### src/rtl/uart_bus_master.sv
// uart_bus_master: serial debug/loader bridge acting as a second bus master.
// Parses 'W' AH AL N D0..D(N-1) and 'R' AH AL N commands from the UART
// receiver, performs single-byte bus writes/reads, and returns read data
// through the UART transmitter. N=0 means 256 bytes.
// Ports:
//   clk, rst              clock, asynchronous active-high reset
//   rx_data, rx_valid     received byte and its one-cycle strobe
//   tx_data, tx_start     byte to transmit and its one-cycle start strobe
//   tx_busy               transmitter busy
//   bus_req, bus_gnt      bus ownership request / grant
//   addr, dbw, we         bus address, write data, write enable
//   dbr                   bus read data (valid one cycle after address)
module uart_bus_master #(
  parameter int unsigned TIMEOUT = 65535
) (
  input  logic        clk,
  input  logic        rst,
  input  logic [7:0]  rx_data,
  input  logic        rx_valid,
  output logic [7:0]  tx_data,
  output logic        tx_start,
  input  logic        tx_busy,
  output logic        bus_req,
  input  logic        bus_gnt,
  output logic [15:0] addr,
  output logic [7:0]  dbw,
  output logic        we,
  input  logic [7:0]  dbr
);

  localparam int unsigned TW = (TIMEOUT > 1) ? $clog2(TIMEOUT) : 1;
  localparam logic [7:0] CMD_W = 8'h57;
  localparam logic [7:0] CMD_R = 8'h52;

  typedef enum logic [3:0] {
    S_IDLE, S_AH, S_AL, S_LEN, S_WDATA, S_WBUS,
    S_RREQ, S_RCAP, S_RSEND, S_RWAIT, S_RBUSY
  } state_t;

  state_t        state, state_n;
  logic          is_wr, is_wr_n;
  logic [8:0]    count, count_n;
  logic [TW-1:0] timer, timer_n;
  logic [15:0]   addr_n;
  logic [7:0]    dbw_n, tx_data_n;
  logic          tx_start_n, bus_req_n;
  logic          timing, timeout;

  // Timer only runs while waiting for command/data bytes from the host.
  assign timing  = (state == S_AH) || (state == S_AL) || (state == S_LEN) || (state == S_WDATA);
  assign timeout = timing && !rx_valid && (timer == TW'(TIMEOUT - 1));

  // Write strobe is decoded from the access state and the live grant so it can
  // never be high without ownership, and drops at once on reset.
  assign we = (state == S_WBUS) && bus_req && bus_gnt;

  // State and output registers.
  always_ff @(posedge clk or posedge rst) begin
    if (rst) begin
      state    <= S_IDLE;
      is_wr    <= 1'b0;
      count    <= '0;
      timer    <= '0;
      addr     <= '0;
      dbw      <= '0;
      tx_data  <= '0;
      tx_start <= 1'b0;
      bus_req  <= 1'b0;
    end else begin
      state    <= state_n;
      is_wr    <= is_wr_n;
      count    <= count_n;
      timer    <= timer_n;
      addr     <= addr_n;
      dbw      <= dbw_n;
      tx_data  <= tx_data_n;
      tx_start <= tx_start_n;
      bus_req  <= bus_req_n;
    end
  end

  // Next-state and next-output logic.
  always_comb begin
    state_n    = state;
    is_wr_n    = is_wr;
    count_n    = count;
    addr_n     = addr;
    dbw_n      = dbw;
    tx_data_n  = tx_data;
    tx_start_n = 1'b0;
    bus_req_n  = bus_req;
    timer_n    = (rx_valid || !timing) ? '0 : timer + TW'(1);

    case (state)
      S_IDLE: begin
        if (rx_valid && (rx_data == CMD_W)) begin
          is_wr_n = 1'b1;
          state_n = S_AH;
        end else if (rx_valid && (rx_data == CMD_R)) begin
          is_wr_n = 1'b0;
          state_n = S_AH;
        end
      end
      S_AH: begin
        if (rx_valid) begin
          addr_n  = {rx_data, addr[7:0]};
          state_n = S_AL;
        end
      end
      S_AL: begin
        if (rx_valid) begin
          addr_n  = {addr[15:8], rx_data};
          state_n = S_LEN;
        end
      end
      S_LEN: begin
        if (rx_valid) begin
          count_n = (rx_data == 8'd0) ? 9'd256 : {1'b0, rx_data};
          if (is_wr) begin
            state_n = S_WDATA;
          end else begin
            bus_req_n = 1'b1;
            state_n   = S_RREQ;
          end
        end
      end
      S_WDATA: begin
        if (rx_valid) begin
          dbw_n     = rx_data;
          bus_req_n = 1'b1;
          state_n   = S_WBUS;
        end
      end
      S_WBUS: begin
        // The cycle with grant is the write cycle.
        if (bus_gnt) begin
          bus_req_n = 1'b0;
          addr_n    = addr + 16'd1;
          count_n   = count - 9'd1;
          state_n   = (count == 9'd1) ? S_IDLE : S_WDATA;
        end
      end
      S_RREQ: begin
        // The cycle with grant presents the read address.
        if (bus_gnt) state_n = S_RCAP;
      end
      S_RCAP: begin
        tx_data_n = dbr;
        bus_req_n = 1'b0;
        addr_n    = addr + 16'd1;
        state_n   = S_RSEND;
      end
      S_RSEND: begin
        if (!tx_busy) begin
          tx_start_n = 1'b1;
          state_n    = S_RWAIT;
        end
      end
      S_RWAIT: begin
        // Give the transmitter a cycle to raise busy.
        state_n = S_RBUSY;
      end
      S_RBUSY: begin
        if (!tx_busy) begin
          count_n = count - 9'd1;
          if (count == 9'd1) begin
            state_n = S_IDLE;
          end else begin
            bus_req_n = 1'b1;
            state_n   = S_RREQ;
          end
        end
      end
      default: state_n = S_IDLE;
    endcase

    if (timeout) begin
      state_n   = S_IDLE;
      bus_req_n = 1'b0;
    end
  end

endmodule

### config.mk
export PLATFORM = sky130hd
export DESIGN_NAME = uart_bus_master
export DESIGN_NICKNAME = d
export VERILOG_FILES = /design/src/rtl/uart_bus_master.sv
export SDC_FILE = /design/constraint.sdc
export NUM_CORES = 1
export LEC_CHECK = 0
export CAP_MARGIN = 20
export CORE_UTILIZATION = 50
export DETAILED_ROUTE_END_ITERATION = 6
export PLACE_DENSITY = 0.79
export SLEW_MARGIN = 20
export SYNTH_ARGS = -nofsm -noshare
export SYNTH_HDL_FRONTEND = slang
export SYNTH_SLANG_ARGS = --single-unit
### constraint.sdc
create_clock -name clk -period 5.15 [get_ports clk]
set_input_delay 1.03 -clock clk [delete_from_list [all_inputs] [get_ports clk]]
set_output_delay 1.03 -clock clk [all_outputs]
set_load 0.005 [all_outputs]
==> reports/results.txt, run 1 <==
outcome = finished clean
Synth Area in Compound Gates = 20.3%
max_cap viols = 0
Synth Net Count = 421
Critical Path Source Type = flip-flop
Placeable Area = 6940 sq um
Critical path buffers and inverters = 1
Netlist cell types = 62
clock buffer depth = 2
ys async rst share = 100%
max frequency = 273 MHz
PortBufs = 55
Required @ worst endpoint = 4120 ps
fraction of the mapped netlist area in adder cells = 1.70%
final hold violations = 0
post-synthesis mux area share = 4.59%
fin crit period = 3660 ps
vias in the first global route = 3105
Pre-antenna DRT Iters = 5
antenna viol nets, final = 0
row cnt = 30
largest net degree at the start of global routing = 35
vias per cell = 5.94
Setup Buffers After CTS = 0
DRT iter0 DRCs = 241
Syn Area/Cell = 9.31 sq um
Cell Chain, Critical Path = nor2b_1 > nand2_1 > nor4_1 > clkdlybuf4s50_1
Synth top area share = 43.5%
Crit Path Max Fanout = 19
top cells by area, synth = dfrtp_1 44%, o21ai_0 6.5%, nor2_1 5.0%
cts hold-fix bufs = 0
clock-pin slew on the worst setup and hold paths = 60 ps
CP Capture Type = output pin
YS warnings = 0
final slew viol count = 0
Initial Util = 53.0%
io pins = 56
final setup margin = 1490 ps
Fin Setup TNS = 0 ps
Post-synth EDFFs = 0
clock latency at the later pin of the worst-skew pair = 340 ps
delay-heaviest family, CP = simple AND/OR/NAND/NOR gates
GRT overflow = 0
drt total wl = 8.68 mm
RSZ-0062 raised after global routing = no
Fin Clk Skew = 9.24 ps
Die X-Extent = 87.8 um
fraction of layout cells with a size suffix above 1 = 9.58%
area leader, netlist = dfrtp_1
Die Ht = 87.8 um
Die Area = 7700 sq um
Hold Path Class = reg -> reg
pre-CTS WS = 1670 ps
Slowest cell on crit path = dfrtp_1
first-pass GRT wire length = 14.6 mm
Final #Nets = 470
n_diodes = 0
PostCTS Resize Cnt = 0
Pwr Density = 539 nW/um^2
Worst Tran Pin Value = 698 ps
Setup violations, final = 0
TritonCTS Buffers = 9
post-synthesis xor/xnor area fraction = 3.81%
H-tree levels = 3
critical path arrival = 2630 ps
area share of and/or/nand/nor cells after synthesis = 20.5%
Vias = 3236
largest family of logic cells by synthesized area = simple AND/OR/NAND/NOR gates
Root Buffer = clkbuf_8
routability congestion estimate from global placement = 0.833
drc violations = 0
Relative slew margins = 53.2%
Synth Cell Area = 3680 sq um
top_reg_cell synth = dfrtp_1
list of most frequent post-synthesis cells = 64 x dfrtp_1, 49 x nor2_1, 48 x o21ai_0, 28 x a21oi_1, 18 x nand3_1
Mapped Cells = 395
r2r setup slk = 2700 ps
Yosys reg bits = 64
post-DP HPWL = 5.94 mm
top-count cell post-synth = dfrtp_1
sequential share of the synthesized area = 43.5%
clock sink count = 64
GRT Total Usage = 24.6%
initial antenna violation count = 0
Pleak = 1.79 nW
overall power = 2.38 mW
Max IR drop VDD = 0.307 mV
CTS tree = done
Setup CP Type = reg -> out
final period utilization = 71.1%
WL/cell = 15.9 um
Area Growth Syn to Fin = 20.3%
Worst path max stage delay = 580 ps
==> registers in the layout, indices dropped and copies added (netlist names) <==
| name | flops |
|---|---|
| addr | 16 |
| bus_req | 1 |
| count | 9 |
| dbw | 8 |
| is_wr | 1 |
| state | 4 |
| timer | 16 |
| tx_data | 8 |
| tx_start | 1 |
==> metal layers <==
metal	GRT usage (%)	routed length [um]	up-vias
met5	0	0	-
met4	9.99	137	0
met3	4.62	453	17
met2	38.1	4100	112
met1	34.0	3990	1570
li1	-	-	1537
==> placed cells by master (no fill, tap or decap), types with 4 or more instances in the layout <==
cell type        synthesis  layout
nor3_1                  10      10
a21o_1                   5       5
nand2_1                 17      17
xnor2_1                  5       5
a22oi_1                  4       4
dfrtp_1                 64      64
nand3_1                 18      18
clkdlybuf4s50_1          0      55
nor2_1                  49      49
mux2_2                  14      14
o21ai_0                 48      47
a32oi_1                  7       7
xor2_1                  11      11
inv_1                   17      16
clkbuf_8                 2      11
a21oi_1                 28      28
ha_1                     5       5
nand4_1                  6       6
nor4_1                   6       6
==> through the flow <==
stage / hold WS (ps) / std cells / util [%] / cell area [sq um]
6_report: 488 / 545 / 63.7 / 4420
4_1_cts: 496 / 545 / 63.7 / 4420
2_1_floorplan: 473 / 395 / - / 3680
3_5_place_dp: 480 / 529 / 60.8 / 4230
3_3_place_gp: 467 / 529 / 60.8 / 4230
5_1_grt: 521 / 545 / 63.7 / 4420
==> power breakdown <==
part / internal, mW / total [mW] / switching [mW] / leakage, nW
logic: 0.538 / 1.06 / 0.519 / 0.868
clock network: 0.249 / 0.439 / 0.190 / 0.103
registers: 0.677 / 0.889 / 0.212 / 0.816
==> area by class of cell <==
type | count | area [sq um]
repair buffers | 57 | 566
well taps | 96 | 120
clock buffers | 13 | 159
inverters | 17 | 63.8
fillers | 577 | 2520
multi-input cells | 295 | 1870
clock inverters | 3 | 40.0
flip-flops and latches | 64 | 1600
==> worst reg2reg max path, delay by kind of cell, from the launching register on <==
family,cells,cell delay (ps)
compound gates,3,700
flops,1,760
simple gates,2,920
==> final timing paths <==
kind | cells after the start | to | from
worst min register to register | 2 | dbw[0] | dbw[0]
worst max-delay path | 4 | we | state[3]
min in group asynchronous | 2 | tx_data[2] | rst
max in group asynchronous | 3 | count[7] | rst
worst max register to register | 5 | state[0] | state[2]
worst min-delay path | 2 | dbw[0] | dbw[0]
==> logic make-up after synthesis <==
logic type	after synthesis
compound gates	119
xor+xnor	16
fa+ha+maj	5
buf+inv	36
flops	64
mux	15
simple gates	140
Power figures use the tool's default switching activity.
==> run 2: changes to the inputs <==
clock period = 3.7 ns   (was 5.15 ns; I/O delays follow)
==> run 2 against run 1 <==
Compared with the run above:
- clock power increased by 29%
- register-to-register slack got worse by 1400 ps
- power increased by 38%
- first-iteration DRC count decreased by 2.9%
- largest cell class unchanged
- highest routed layer unchanged
==> reports/results.txt, run 2 (synthesized netlist as in run 1, its figures left out) <==
Comb pwr share = 45.1%
GRT Total Usage = 24.8%
Top Registers = addr (16), timer (16), count (9)
PortBufs = 55
clock group share of total power = 17.2%
Die Ht = 87.8 um
GRT overflow = 0
vias in the first global route = 3046
n_diodes = 0
Area Growth Syn to Fin = 21.5%
RSZ-0062 raised after global routing = no
max frequency = 327 MHz
routability congestion estimate from global placement = 0.873
FF-to-FF End = state[0]
Initial Util = 53.0%
clock-pin slew on the worst setup and hold paths = 60 ps
most frequent cells in the layout = 64 x dfrtp_1, 55 x clkdlybuf4s50_1, 49 x nor2_1
clock sink count = 64
Critical Path Source Type = flip-flop
fraction of layout cells with a size suffix above 1 = 10.2%
TritonCTS Buffers = 9
CTS tree = done
Hold Path Class = reg -> reg
largest net degree at the start of global routing = 25
Pwr Density = 736 nW/um^2
H-tree levels = 3
Setup violations, final = 0
critical path arrival = 2320 ps
Reg-to-Reg Start = state[2]
P_sw = 1.28 mW
CP Capture Type = output pin
vias per cell = 5.99
clock buffer depth = 2
Die X-Extent = 87.8 um
Hold EP = tx_data[5]
Root Buffer = clkbuf_8
Setup Buffers After CTS = 0
WL/cell = 16.3 um
Setup CP Type = reg -> out
initial antenna violation count = 0
Final #Nets = 474
switch share = 39.0%
fin crit period = 3060 ps
first-pass GRT wire length = 14.6 mm
drc violations = 0
Worst Tran Pin Value = 674 ps
antenna viol nets, final = 0
Fin Setup TNS = 0 ps
max_cap viols = 0
cts hold-fix bufs = 0
Hold Crit Depth = 1
hold path startpoint = tx_data[5]
Placeable Area = 6940 sq um
post-layout util = 64.4%
io pins = 56
final slew viol count = 0
final setup margin = 640 ps
commonest non-fill, non-tap cell in the layout = dfrtp_1
final period utilization = 82.7%
drt total wl = 8.90 mm
Required @ worst endpoint = 2960 ps
post-DP HPWL = 6.18 mm
Relative slew margins = 54.8%
PostCTS Resize Cnt = 0
overall power = 3.29 mW
r2r setup slk = 1300 ps
Vias = 3276
Pleak = 1.81 nW
Fin Clk Skew = 8.17 ps
Pre-antenna DRT Iters = 5
internal cell power = 2.01 mW
Seq pwr share = 37.7%
Max IR drop VDD = 0.400 mV
reg2reg path depth = 5
outcome = finished clean
Die Area = 7700 sq um
Crit Path Max Fanout = 19
DRT iter0 DRCs = 234
row cnt = 30
final hold violations = 0
pre-CTS WS = 718 ps
clock latency at the later pin of the worst-skew pair = 350 ps
## run 2: changes by cell type in the layout (fill, tap and decap cells not counted)
cell        change
clkinvlp_4      +1
buf_4           +2
clkbuf_8        -2
o21ai_0         +1
clkbuf_1        -1
o21ai_1         -1
buf_16          +2
## run 2: area by class of cell
class,instances,area (sq um)
fillers,555,2470
multi-input cells,295,1870
flip-flops and latches,64,1600
repair buffers,61,636
clock buffers,10,128
well taps,96,120
inverters,17,63.8
clock inverters,4,47.5
## run 2: worst max-delay path by stage
stage	startpoint	end	slack (ps)	depth (start not counted)
after detailed placement	rx_data[3]	state[0]	720	6
after CTS	state[3]	we	630	5
after global routing	state[3]	we	410	5
after floorplan	rst	addr[0]	1360	1
final	state[3]	we	640	5
after global placement	rx_data[3]	state[0]	770	6
## run 2: critical path: stages (launching register included)
cell and delay [ps]:
dfrtp_1 560, nor2b_1 360, nand2_1 90, buf_4 230, nor4_1 180, clkdlybuf4s50_1 560
## run 2: power by group through the flow
stage / Sequential (mW) / Combinational (mW) / Clock [mW]
after floorplan: 1.14 / 1.03 / 0
after global placement: 1.23 / 1.43 / 0
after detailed placement: 1.25 / 1.47 / 0
after CTS: 1.24 / 1.48 / 0.570
after global routing: 1.28 / 1.64 / 0.606
final: 1.24 / 1.48 / 0.566
## run 2: per-stage QoR
| step | instances | cell area [sq um] | hold slack [ps] |
|---|---|---|---|
| 6_report | 547 | 4470 | 507 |
| 5_1_grt | 547 | 4470 | 517 |
| 4_1_cts | 547 | 4470 | 509 |
| 3_5_place_dp | 533 | 4300 | 492 |
| 3_3_place_gp | 531 | 4240 | 474 |
| 2_1_floorplan | 395 | 3680 | 473 |
## run 2: layer usage
metal  up-vias  routed length (um)  global-route usage, %
met2       131                4080                   37.3
met3        24                 606                   5.47
met1      1571                4000                   34.6
met5         -                   0                      0
li1       1550                   -                      -
met4         0                 218                   10.4
